**src/rtl/lc3b_types.sv**
```systemverilog
// Shared LC-3b types: set index, cache tag, cache controller states and
// the mux-select encodings used by the cache datapath.
package lc3b_types;

  typedef logic [2:0] lc3b_set;
  typedef logic [8:0] lc3b_c_tag;

  localparam int unsigned LC3B_C_OFFSET_W = 4;

  typedef enum logic [1:0] {
    IDLE      = 2'd0,
    WRITEBACK = 2'd1,
    ALLOCATE  = 2'd2
  } cache_state_t;

  localparam logic DATA_SEL_CPU      = 1'b0;
  localparam logic DATA_SEL_PMEM     = 1'b1;
  localparam logic PMEM_ADDR_CPU     = 1'b0;
  localparam logic PMEM_ADDR_STORED  = 1'b1;

endpackage

```
**src/rtl/cache_perf_counter.sv**
```systemverilog
// Saturating event counter; holds at all-ones, clears on synchronous reset.
module cache_perf_counter #(
  parameter int CNT_WIDTH = 16
) (
  input  logic                 clk,
  input  logic                 reset,
  input  logic                 inc,
  output logic [CNT_WIDTH-1:0] count
);

  logic [CNT_WIDTH-1:0] count_q;

  always_ff @(posedge clk) begin
    if (reset) begin
      count_q <= '0;
    end else if (inc && (count_q != {CNT_WIDTH{1'b1}})) begin
      count_q <= count_q + 1'b1;
    end
  end

  assign count = count_q;

endmodule

```
**src/rtl/cache_control.sv**
```systemverilog
// Control FSM for the LC-3b direct-mapped write-back L1 cache.
// Optional performance counters are built when CACHE_PERF_CNT_EN is defined.
//
// state     | meaning
// IDLE      | serve hits; on a miss pick writeback or allocate
// WRITEBACK | write the dirty victim line back to pmem
// ALLOCATE  | fetch the requested line from pmem and install it
module cache_control
  import lc3b_types::*;
#(
  parameter int CNT_WIDTH = 16
) (
  input  logic clk,
  input  logic reset,
  input  logic mem_read,
  input  logic mem_write,
  output logic mem_resp,
  input  logic hit,
  input  logic dirty,
  output logic load_data,
  output logic load_tag,
  output logic load_valid,
  output logic load_dirty,
  output logic dirty_in,
  output logic data_sel,
  output logic pmem_addr_sel,
  output logic pmem_read,
  output logic pmem_write,
  input  logic pmem_resp
`ifdef CACHE_PERF_CNT_EN
  ,
  output logic [CNT_WIDTH-1:0] hit_count,
  output logic [CNT_WIDTH-1:0] miss_count,
  output logic [CNT_WIDTH-1:0] wb_count
`endif
);

  cache_state_t state_q, state_d;
  logic         req;

  // A simultaneous read and write is treated as a write.
  assign req = mem_read | mem_write;

  always_ff @(posedge clk) begin
    if (reset) begin
      state_q <= IDLE;
    end else begin
      state_q <= state_d;
    end
  end

  always_comb begin
    state_d       = state_q;
    mem_resp      = 1'b0;
    load_data     = 1'b0;
    load_tag      = 1'b0;
    load_valid    = 1'b0;
    load_dirty    = 1'b0;
    dirty_in      = 1'b0;
    data_sel      = DATA_SEL_CPU;
    pmem_addr_sel = PMEM_ADDR_CPU;
    pmem_read     = 1'b0;
    pmem_write    = 1'b0;

    unique case (state_q)
      IDLE: begin
        if (req) begin
          if (hit) begin
            mem_resp = 1'b1;
            if (mem_write) begin
              load_data  = 1'b1;
              data_sel   = DATA_SEL_CPU;
              load_dirty = 1'b1;
              dirty_in   = 1'b1;
            end
          end else begin
            state_d = dirty ? WRITEBACK : ALLOCATE;
          end
        end
      end

      WRITEBACK: begin
        pmem_write    = 1'b1;
        pmem_addr_sel = PMEM_ADDR_STORED;
        if (pmem_resp) begin
          state_d = ALLOCATE;
        end
      end

      ALLOCATE: begin
        pmem_read     = 1'b1;
        pmem_addr_sel = PMEM_ADDR_CPU;
        if (pmem_resp) begin
          load_data  = 1'b1;
          data_sel   = DATA_SEL_PMEM;
          load_tag   = 1'b1;
          load_valid = 1'b1;
          load_dirty = 1'b1;
          dirty_in   = 1'b0;
          state_d    = IDLE;
        end
      end

      default: state_d = IDLE;
    endcase
  end

`ifdef CACHE_PERF_CNT_EN
  // The completing hit after a fill belongs to the miss, not the hit count.
  logic after_alloc_q;
  logic hit_inc, miss_inc, wb_inc;

  always_ff @(posedge clk) begin
    if (reset) begin
      after_alloc_q <= 1'b0;
    end else begin
      after_alloc_q <= (state_q == ALLOCATE);
    end
  end

  assign hit_inc  = (state_q == IDLE) && mem_resp && !after_alloc_q;
  assign miss_inc = (state_q == IDLE) && (state_d != IDLE);
  assign wb_inc   = (state_q == WRITEBACK) && pmem_resp;

  cache_perf_counter #(.CNT_WIDTH(CNT_WIDTH)) u_hit_cnt (
    .clk(clk), .reset(reset), .inc(hit_inc), .count(hit_count)
  );
  cache_perf_counter #(.CNT_WIDTH(CNT_WIDTH)) u_miss_cnt (
    .clk(clk), .reset(reset), .inc(miss_inc), .count(miss_count)
  );
  cache_perf_counter #(.CNT_WIDTH(CNT_WIDTH)) u_wb_cnt (
    .clk(clk), .reset(reset), .inc(wb_inc), .count(wb_count)
  );
`endif

endmodule

```
**config.mk**
```make
export PLATFORM = sky130hd
export DESIGN_NAME = cache_control
export DESIGN_NICKNAME = d
export VERILOG_FILES = /design/src/rtl/lc3b_types.sv /design/src/rtl/cache_perf_counter.sv /design/src/rtl/cache_control.sv
export SDC_FILE = /design/constraint.sdc
export NUM_CORES = 1
export LEC_CHECK = 0
export BUFFER_PORTS_ARGS = -buffer_cell sky130_fd_sc_hd__buf_2
export CORE_AREA = 2 2 39 41
export DETAILED_ROUTE_END_ITERATION = 10
export DIE_AREA = 0 0 41 43
export GPL_ROUTABILITY_DRIVEN = 0
export RECOVER_POWER = 100
export SYNTH_ARGS = -nofsm -noshare
export SYNTH_HDL_FRONTEND = slang
export SYNTH_SLANG_ARGS = --single-unit
```
**constraint.sdc**
```tcl
create_clock -name clk -period 2.1 [get_ports clk]
set_input_delay 0.42 -clock clk [delete_from_list [all_inputs] [get_ports clk]]
set_output_delay 0.42 -clock clk [all_outputs]
set_load 0.1 [all_outputs]
```
Word level (Yosys, flattened, before mapping)
Cells that the tools add are included.

word-level totals
  output and inout bits = 10
  input bits = 7
  logic and storage cells = 28
  register bits = 2

operators by class
  reductions and logical operators = 2
  eq/ne operators = 6
  multiplexer cells = 18
  bitwise gates (word level) = 1

operator list
  cell                number
  $mux 1              11
  $mux 2              5
  $ne 2x2->1 const B  4
  $pmux 2 s3          1
  $reduce_and 4->1    1
  $eq 2x1->1 const B  1
  $eq 2x2->1 const B  1
  $logic_not 2->1     1
  $pmux 1 s2          1
  $or 1x1->1          1

Depth between registers and ports, before layout
Gate-level depths: netlist of run 1.

  word-level depth = 4
  gate-level depth with buffers = 4
  depth with buffers taken out = 3

Worst setup path before layout of run 1
No wires, ideal clock.

  path kind = register -> output
  start = register state_q[1]
  end = output load_dirty
  setup slack = -2.297 ns
  arrival = 3.977 ns
  cell stages (with the launch flop) = 5
  data required time = 1.680 ns
  path through = dfxtp_1 > nor2b_1 > and2_1 > or2_1 > buf_4

between the ends
  cells in the longest elaborated chain, start to end = 2
  elaborated cells between the ends (all ways) = 3

RTL lines
  what                                                  line                 source
  start: declaration                                    cache_control.sv:38  cache_state_t state_q, state_d;
  start signal: assignment                              cache_control.sv:48  state_q <= state_d;
  $eq 2x2->1 / $logic_not 2->1 (equally long branches)  n/a
  $pmux 1 s2 *                                          n/a
  end: declaration                                      cache_control.sv:23  output logic load_dirty,

Mark *: on every way between the ends. The rest lies on a longest branch, timed or not.

Final worst setup path of run 1
  start = register state_q[0]
  end = output load_data

between the ends
  cells in the longest elaborated chain, start to end = 2
  elaborated cells between the ends (all ways) = 3

RTL lines
  what                                                  line                 source
  $eq 2x2->1 / $logic_not 2->1 (equally long branches)  cache_control.sv:65  unique case (state_q)
  $pmux 1 s2 *                                          cache_control.sv:65
  end: declaration                                      cache_control.sv:20  output logic load_data,

Marked as above.

==> results.md, run 1 <==
* Vias in the first global route at 185
* Max reg flops at 2
* Period minus WS final at around 1.9 ns
* Critical Path RT at 1.68 ns
* Fin area at 270.3 sq um
* Inserted Clock Buffers at 3
* Highest Clock Rate at ~530 MHz
* # DRC at 0
* GRT Resource Usage Total at 0.06507
* Area growth, synth to finish at 67.44%
* Tightest Pin Transition at 0.5437 ns
* RSZ-0062 raised after global routing: false
* Ant diodes at 0
* Max VDD drop at around 0.00014 V
* Ys Warns at 0
* Routed len/inst at 7.811 microns
* # hold bufs at CTS at 0
* Run status: complete, no violations
* First-pass GRT wire length at 690 microns
* Met1 Routed Length at between 150 and 200 microns
* Largest net degree at the start of global routing at 5
* Leak at 0.1499 nW
* Row cnt at 14
* Metal2 WL at 194 microns
* Final setup violation count at 0
* Root buffer cell: clkbuf_4
* Most frequent cells in the layout: clkbuf_2, buf_2, nor2_1, clkbuf_4, nand2_1
* Register with the most flip-flops: state_q
* Count of pins over their slew limit at 0
* Post-synth top area share at 0.2481
* Max Cap Violations at 0
* 1st-iter DRT viols at 6
* Initial antenna violation count at 0
* Via count at 194
* Synth area leader: dfxtp_1
* Largest cells by area after synthesis: dfxtp_1, buf_4, nor2b_1
* Sink Count at 2
* Worst setup SP type: flip-flop
* Crit path DAT at 1.47 ns
* Top Metal Used: met3
* Setup Fix Bufs, Post-CTS at 0
* Die Y at 43 microns
* Cells after synthesis at 22
* Fin crit share at 0.9011
* Worst rel slew slack at 0.6391
* CP Capture Type: primary output
* Number of port buffers at 16
* Synth unique cells at 14
* Nets at 46
* Power per Cell Area at 985.9 nW/um^2
* Hold Violations, Final at 0
* Gates resized, CTS repair at 0
* First-pass DRT Iterations at 2
* Placed Area at between 200 and 300 sq um
* Setup CP Type: flip-flop to primary output
* Biggest registers after layout: state_q x2
* Initial core utilization at 0.1166
* Layout cells sized above 1 at 0.6757
* Crit path max fanout at 3
* Commonest non-fill, non-tap cell in the layout: clkbuf_2
* Clk pin slew, worst setup/hold paths at 0.03 ns
* H-Tree Depth at 1
* Clk_lat worst skew at ~0.22 ns
* # IOs at 17
* Mapped Area at 161.4 sq um
* Final setup margin at 0.2076 ns
* Number of synthesized register bits at 2
* Global route overflow at 0
* Fill count at 162
* Final ANT Viol Nets at 0
* CTS tree: yes
* Detailed Place HPWL at 362.5 microns
* WHS at approximately 0.4 ns
* Post-synthesis sequential area ratio at 0.2481
* DP Worst Slack at around 0.46 ns
* Syn_nets at 29
* Class of the worst hold path: input port to flip-flop
* Vias per cell at 3.660
* Metal3 WL at 61 microns
* Core ar. at around 1400 sq um
* Avg Inst Size Synth at roughly 7.3 sq um
* Area of the die at 1763 sq um
* Worst Skew at 0.003396 ns
* Die X at ~40 microns
* Clock buffer depth at 2
* Post-Route WL at 414 microns
-- cells by family (layout without fill, tap and decap cells) --
kind of cell	after synthesis	in the layout	synth area share
AOI/OAI and AO/OA	2	2	0.06976
buffers and inverters	5	20	0.2093
DFF	2	2	0.2481
muxes	1	1	0.06202
and+or+nand+nor	12	12	0.4110
-- Yosys cell counts --
library cell / number
and3_1: 1
or4b_1: 1
o21ai_1: 1
nand2_1: 2
o22ai_1: 1
dfxtp_1: 2
nor2_1: 3
nor2_2: 1
nor2b_1: 2
or2_1: 1
inv_1: 1
and2_1: 1
mux2i_1: 1
buf_4: 4
-- stage by stage --
step                      cells  setup TNS (ns)    util  total power [mW]
after CTS                    53               0  0.1971            0.2754
after global routing         53               0  0.1953            0.2863
final                        53               0  0.1953            0.2664
after global placement       50               0  0.1808            0.1847
after detailed placement     50               0  0.1808            0.1851
after floorplan              22         -0.4930       -            0.1764
-- layer usage --
metal  vias up  GRT usage
li1        103          -
met1        80    0.05414
met2        11    0.08438
met3         0    0.04712
met4         0    0.08000
met5         -          0
-- final cells by class --
cell class | count | area, sq um | share of cell area
clock buffers | 3 | 22.52 | 0.08333
inverters | 1 | 3.754 | 0.01389
multi-input cells | 15 | 102.6 | 0.3796
flip-flops and latches | 2 | 41.29 | 0.1528
well taps | 16 | 20.02 | 0.07407
repair buffers | 16 | 80.08 | 0.2963
-- report_power, final --
group	switching, mW	internal [mW]	total (mW)
combinational	0.115	0.0241	0.139
clock	0.0203	0.0629	0.0832
sequential	0.00246	0.0413	0.0437
-- final timing paths --
check                               start                 endpoint  slack, ns  cells after the start
setup / recovery  state_q[0]$_SDFFE_PP0P_                load_data       0.21                      4
hold / removal                      dirty  state_q[1]$_SDFFE_PP0P_       0.41                      2
setup reg to reg  state_q[0]$_SDFFE_PP0P_  state_q[1]$_SDFFE_PP0P_       0.89                      3
hold reg to reg   state_q[1]$_SDFFE_PP0P_  state_q[0]$_SDFFE_PP0P_       0.53                      3
-- worst max-delay path: stages (launching register included) --
cell and delay, ns:
dfxtp_1 0.33, nor2_1 0.17, and3_1 0.20, or2_4 0.12, clkbuf_2 0.44
(Power assumes the default switching activity.)
==> run 2, diff against run 1 <==
--- a/config.mk
+++ b/config.mk
@@ -5,6 +5,7 @@
 export SDC_FILE = /design/constraint.sdc
 export NUM_CORES = 1
 export LEC_CHECK = 0
+export ABC_AREA = 1
 export BUFFER_PORTS_ARGS = -buffer_cell sky130_fd_sc_hd__buf_2
 export CORE_AREA = 2 2 39 41
 export DETAILED_ROUTE_END_ITERATION = 10
==> run 2 against run 1 <==
Effect of this change:
- maximum frequency down 0.47%
- sequential share of layout area down 2.0 points
- critical endpoint unchanged
- sequential cell count unchanged
- largest cell class unchanged
- count of clock-buffer cells in the layout unchanged
- critical path type unchanged
- final cell count up 26%
==> results.md, run 2 <==
* Run status: complete, no violations (unchanged)
* Sink Count at 2 (unchanged)
* Post-Route WL at 456 microns (was 414 microns)
* Critical Path RT at 1.68 ns (about the same)
* Ys async rst share at 0 (unchanged)
* Met1 Routed Length at 196 microns (was 158 microns)
* Post-synth top area share at 0.2000 (was 0.2481)
* GRT Resource Usage Total at 0.05606 (was 0.06507)
* Tightest Pin Transition at 0.5414 ns (was 0.5437 ns)
* Metal2 WL at 220 microns (was 194 microns)
* Worst R2R End: state_q[0]$_SDFFE_PP0P_ (was state_q[1]$_SDFFE_PP0P_)
* Finished Core Util at 0.2179 (was 0.1953)
* # DRC at 0 (unchanged)
* Count leader, synth: nand2_1 (was buf_4)
* Mapped Area at 200.2 sq um (was 161.4 sq um)
* Clk pin slew, worst setup/hold paths at 0.03 ns (about the same)
* First-pass DRT Iterations at 1 (was 2)
* Initial core utilization at 0.1447 (was 0.1166)
* CP max stage delay at 0.48 ns (was 0.44 ns)
* Vias in the first global route at 186 (was 185)
* Setup crit end: load_data (unchanged)
* Metal3 WL at 39 microns (was 61 microns)
* H-Tree Depth at 1 (unchanged)
* Syn_nets at 43 (was 29)
* Avg Inst Size Synth at 5.561 sq um (was 7.337 sq um)
* Synth area leader: dfxtp_1 (unchanged)
* First-pass GRT wire length at 614 microns (was 690 microns)
* Register with the most flip-flops: state_q (unchanged)
* Worst rel slew slack at 0.6406 (was 0.6391)
* Layout cells sized above 1 at 0.4314 (was 0.6757)
* Root buffer cell: clkbuf_4 (unchanged)
* Crit path max fanout at 4 (was 3)
* Worst r2r src: state_q[0]$_SDFFE_PP0P_ (unchanged)
* Area of the die at 1763 sq um (unchanged)
* Routed len/inst at 6.806 microns (was 7.811 microns)
* # IOs at 17 (unchanged)
* Synth top cells by count: nand2_1, inv_1, nor2_1, buf_4 (was buf_4, nor2_1, dfxtp_1, nand2_1, nor2b_1)
* Clock buffer depth at 2 (unchanged)
* Nets at 60 (was 46)
* Max reg flops at 2 (unchanged)
* Setup CP Type: flip-flop to primary output (unchanged)
* Ys Warns at 0 (unchanged)
* Number of synthesized register bits at 2 (unchanged)
* Cells after synthesis at 36 (was 22)
* Area growth, synth to finish at 50.62% (was 67.44%)
* Gates resized, CTS repair at 0 (unchanged)
* Synth Flop Type: dfxtp_1 (unchanged)
* Number of port buffers at 16 (unchanged)
* Final setup violation count at 0 (unchanged)
* Crit-path slowest cell: clkbuf_2 (unchanged)
* Class of the worst hold path: input port to flip-flop (unchanged)
* CP cell instances: nor2_1 -> nand2_1 -> o22ai_2 -> clkbuf_2 (was nor2_1 -> and3_1 -> or2_4 -> clkbuf_2)
* RSZ-0062 raised after global routing: false (unchanged)
* CTS tree: yes (unchanged)
* Vias per cell at 3.746 (was 3.660)
* Die Y at 43 microns (unchanged)
* Die X at 41 microns (unchanged)
* Highest Clock Rate at 525.9 MHz (was 528.4 MHz)
* Worst setup SP type: flip-flop (unchanged)
* Setup Fix Bufs, Post-CTS at 0 (unchanged)
* # hold bufs at CTS at 0 (unchanged)
* Biggest registers after layout: state_q x2 (unchanged)
* Clk_lat worst skew at 0.22 ns (about the same)
* Final ANT Viol Nets at 0 (unchanged)
* R2R Setup Slk at 0.98 ns (was 0.89 ns)
* Most frequent cells in the layout: nand2_1, clkbuf_2, inv_1 (was clkbuf_2, buf_2, nor2_1, clkbuf_4, nand2_1)
* 1st-iter DRT viols at 0 (was 6)
* Global route overflow at 0 (unchanged)
* Reg2reg path depth at 7 (was 3)
* Hold_sp: reset (was dirty)
* Count of pins over their slew limit at 0 (unchanged)
* Max Cap Violations at 0 (unchanged)
* Top Metal Used: met3 (unchanged)
* Largest net degree at the start of global routing at 5 (unchanged)
* Detailed Place HPWL at 383.2 microns (was 362.5 microns)
* Via count at 251 (was 194)
* Inserted Clock Buffers at 3 (unchanged)
* Initial antenna violation count at 0 (unchanged)
* Worst Skew at 0.001840 ns (was 0.003396 ns)
* Post-synthesis sequential area ratio at 0.2000 (was 0.2481)
* Hold Violations, Final at 0 (unchanged)
* EDFF count, synth at 0 (unchanged)
* Synth unique cells at 10 (was 14)
* Core ar. at 1384 sq um (unchanged)
* Fin crit share at 0.9054 (was 0.9011)
* Crit. Startpoint: state_q[0]$_SDFFE_PP0P_ (unchanged)
* Ant diodes at 0 (unchanged)
* Largest cells by area after synthesis: dfxtp_1, buf_4, nand2_1 (was dfxtp_1, buf_4, nor2b_1)
* Period minus WS final at 1.901 ns (was 1.892 ns)
* Crit path DAT at 1.48 ns (was 1.47 ns)
* Row cnt at 14 (unchanged)
* CP Capture Type: primary output (unchanged)
run 2: metrics by stage:
step	hold WS (ns)	setup slack, ns	instances	setup TNS, ns	area, sq um
2_1_floorplan	0.4961	-0.1976	36	-0.5877	214.0
3_3_place_gp	0.5404	0.4687	64	0	284.0
3_5_place_dp	0.5408	0.4607	64	0	284.0
4_1_cts	0.4354	0.2185	67	0	306.5
5_1_grt	0.4566	0.1116	67	0	301.5
6_report	0.4387	0.1987	67	0	301.5
run 2: critical path: cells and delay by family, from the launching register on:
kind	cells	cell delay, ns
and+or+nand+nor	2	0.33
buffers and inverters	1	0.48
DFF	1	0.33
AOI/OAI and AO/OA	1	0.12
run 2: cell type report:
class / count / area [sq um]
Fill cell: 162 / 1082
Sequential cell: 2 / 40.04
Multi-Input combinational cell: 23 / 112.6
Inverter: 7 / 26.28
Tap cell: 16 / 20.02
Timing Repair Buffer: 16 / 80.08
Clock buffer: 3 / 22.52
run 2: worst min-delay path by stage:
stage | endpoint | cells past startpoint | slack, ns
floorplan | state_q[0]$_SDFFE_PP0P_ | 2 | 0.50
global placement | state_q[0]$_SDFFE_PP0P_ | 2 | 0.54
detailed placement | state_q[0]$_SDFFE_PP0P_ | 2 | 0.54
CTS | state_q[1]$_SDFFE_PP0P_ | 4 | 0.44
global route | state_q[0]$_SDFFE_PP0P_ | 4 | 0.46
finish | state_q[1]$_SDFFE_PP0P_ | 4 | 0.44
run 2: metal layers:
layer	global-route usage	up-vias
li1	-	135
met1	0.05096	107
met2	0.07813	9
met3	0.04712	0
met4	0.04000	0
met5	0	-
run 2: kinds of logic (layout without fill, tap and decap cells):
| group | after synthesis | after routing | synth area share |
|---|---|---|---|
| DFF | 2 | 2 | 0.2000 |
| buffers and inverters | 11 | 26 | 0.2813 |
| and+or+nand+nor | 19 | 19 | 0.3938 |
| AOI/OAI and AO/OA | 4 | 4 | 0.1250 |
Power of run 2 is left out: the tool's default activity adds up to more than one toggle a clock period on the data nets, which glitch-free logic cannot reach.
==> run 3, diff against run 2 <==
--- a/config.mk
+++ b/config.mk
@@ -8,6 +8,7 @@
 export ABC_AREA = 1
 export BUFFER_PORTS_ARGS = -buffer_cell sky130_fd_sc_hd__buf_2
 export CORE_AREA = 2 2 39 41
+export CTS_BUF_LIST = sky130_fd_sc_hd__clkbuf_16
 export DETAILED_ROUTE_END_ITERATION = 10
 export DIE_AREA = 0 0 41 43
 export GPL_ROUTABILITY_DRIVEN = 0
==> run 3 against run 2 <==
Effect of this change:
- die area stayed put
- maximum frequency is 0.47% higher
- register-to-register slack about the same
- critical path depth unchanged
- highest routed layer unchanged
- core utilization up 3.8 points
- sequential share of layout area is 2.0 points lower
- final cell count unchanged
- count of clock-buffer cells in the layout did not move
- sequential cell count unchanged
- cell area up 17%
- hold slack improved by 0.0051 ns
- setup slack better by 0.0089 ns
==> results.md, run 3 (synthesis gave the netlist of run 2 again) <==
* Run status: complete, no violations (unchanged)
* Setup tns final at 0 ns (unchanged)
* 1st-iter DRT viols at 2 (was 0)
* H-Tree Depth at 1 (unchanged)
* Worst Skew at 0.001832 ns (was 0.001840 ns)
* Worst r2r src: state_q[0]$_SDFFE_PP0P_ (unchanged)
* Initial core utilization at 0.1447 (unchanged)
* Initial antenna violation count at 0 (unchanged)
* Detailed Place HPWL at 383.2 microns (unchanged)
* CTS tree: yes (unchanged)
* Nets at 60 (unchanged)
* Crit path max fanout at 4 (unchanged)
* Vias in the first global route at 178 (was 186)
* Most frequent cells in the layout: nand2_1, clkbuf_2, inv_1 (unchanged)
* Hold Violations, Final at 0 (unchanged)
* Setup CP Type: flip-flop to primary output (unchanged)
* Clk_lat worst skew at 0.22 ns (about the same)
* Tightest Pin Transition at 0.5414 ns (unchanged)
* Gates resized, CTS repair at 0 (unchanged)
* Die X at 41 microns (unchanged)
* Class of the worst hold path: input port to flip-flop (unchanged)
* Crit. Startpoint: state_q[0]$_SDFFE_PP0P_ (unchanged)
* Top Metal Used: met3 (unchanged)
* Final setup violation count at 0 (unchanged)
* Inserted Clock Buffers at 3 (unchanged)
* Number of port buffers at 16 (unchanged)
* Final ANT Viol Nets at 0 (unchanged)
* CP cell instances: nor2_1 -> nand2_1 -> o22ai_2 -> clkbuf_2 (unchanged)
* Max reg flops at 2 (unchanged)
* GRT Resource Usage Total at 0.05005 (was 0.05606)
* Die Y at 43 microns (unchanged)
* Area of the die at 1763 sq um (unchanged)
* # hold bufs at CTS at 0 (unchanged)
* Ant diodes at 0 (unchanged)
* CP Capture Type: primary output (unchanged)
* Largest net degree at the start of global routing at 5 (unchanged)
* # DRC at 0 (unchanged)
* Post-Route WL at 438 microns (was 456 microns)
* Area growth, synth to finish at 76.88% (was 50.62%)
* R2R Setup Slk at 0.99 ns (was 0.98 ns)
* Global route overflow at 0 (unchanged)
* RSZ-0062 raised after global routing: false (unchanged)
* # IOs at 17 (unchanged)
* Largest delay share family, worst path: buffers and inverters (unchanged)
* CP max stage delay at 0.48 ns (about the same)
* CP Buf/Inv Count at 1 (unchanged)
* Finished Core Util at 0.2559 (was 0.2179)
* Crit-path slowest cell: clkbuf_2 (unchanged)
* Register with the most flip-flops: state_q (unchanged)
* Core ar. at 1384 sq um (unchanged)
* Worst setup SP type: flip-flop (unchanged)
* WHS at 0.4438 ns (was 0.4387 ns)
* Critical Path RT at 1.68 ns (about the same)
* Routed len/inst at 6.537 microns (was 6.806 microns)
* Count of pins over their slew limit at 0 (unchanged)
* Highest Clock Rate at 528.4 MHz (was 525.9 MHz)
* Fin crit share at 0.9012 (was 0.9054)
* Reg2reg path depth at 7 (unchanged)
* Crit path DAT at 1.47 ns (was 1.48 ns)
* Metal3 WL at 53 microns (was 39 microns)
* Via count at 246 (was 251)
* First-pass GRT wire length at 552 microns (was 614 microns)
* Hold path cells at 4 (unchanged)
* Clock buffer depth at 2 (unchanged)
* Clk pin slew, worst setup/hold paths at 0.03 ns (about the same)
* Root buffer cell: clkbuf_16 (was clkbuf_4)
* Worst rel slew slack at 0.6406 (unchanged)
* Biggest registers after layout: state_q x2 (unchanged)
* Worst path depth at 4 (unchanged)
* Metal2 WL at 200 microns (was 220 microns)
* Setup crit end: load_data (unchanged)
* Worst R2R End: state_q[0]$_SDFFE_PP0P_ (unchanged)
* Layout cells sized above 1 at 0.4314 (unchanged)
* Setup Fix Bufs, Post-CTS at 0 (unchanged)
* Row cnt at 14 (unchanged)
* Sink Count at 2 (unchanged)
* Vias per cell at 3.672 (was 3.746)
* Max Cap Violations at 0 (unchanged)
* Met1 Routed Length at 185 microns (was 196 microns)
* Period minus WS final at 1.892 ns (was 1.901 ns)
* First-pass DRT Iterations at 2 (was 1)
-- run 3: changes by cell type in the layout (fill, tap and decap cells not counted) --
cell / previous run / this run
clkbuf_4: 3 / 0
clkbuf_16: 0 / 3
-- run 3: cell type report --
class                           instances  area, sq um
Multi-Input combinational cell         23        112.6
Sequential cell                         2        40.04
Tap cell                               16        20.02
Fill cell                             156         1030
Timing Repair Buffer                   16        80.08
Clock buffer                            3        75.07
Inverter                                7        26.28
-- run 3: per-layer routing --
layer / track usage / up-vias
li1: - / 134
met1: 0.05096 / 101
met2: 0.06875 / 11
met3: 0.04712 / 0
met4: 0.02000 / 0
met5: 0 / -
-- run 3: metrics by stage --
stage | cells | setup slack [ns] | instance area, sq um
floorplan | 36 | -0.1976 | 214.0
global placement | 64 | 0.4687 | 284.0
detailed placement | 64 | 0.4607 | 284.0
CTS | 67 | 0.2330 | 359.1
global route | 67 | 0.1333 | 354.1
finish | 67 | 0.2076 | 354.1
-- run 3: worst register-to-register path, cell delays in order, from the launching register on --
cell	delay (ns)
dfxtp_1	0.36
inv_1	0.07
nand2_1	0.17
nand2_1	0.07
nand2_1	0.12
nand3_1	0.09
nand2_1	0.07
nor2_1	0.04
-- run 3: worst min-delay path by stage --
| stage | start | endpoint |
|---|---|---|
| floorplan | state_q[0]$_SDFFE_PP0P_ | state_q[0]$_SDFFE_PP0P_ |
| global placement | state_q[0]$_SDFFE_PP0P_ | state_q[0]$_SDFFE_PP0P_ |
| detailed placement | state_q[0]$_SDFFE_PP0P_ | state_q[0]$_SDFFE_PP0P_ |
| CTS | reset | state_q[1]$_SDFFE_PP0P_ |
| global route | reset | state_q[1]$_SDFFE_PP0P_ |
| finish | reset | state_q[1]$_SDFFE_PP0P_ |
Power of run 3 is left out for the same reason.
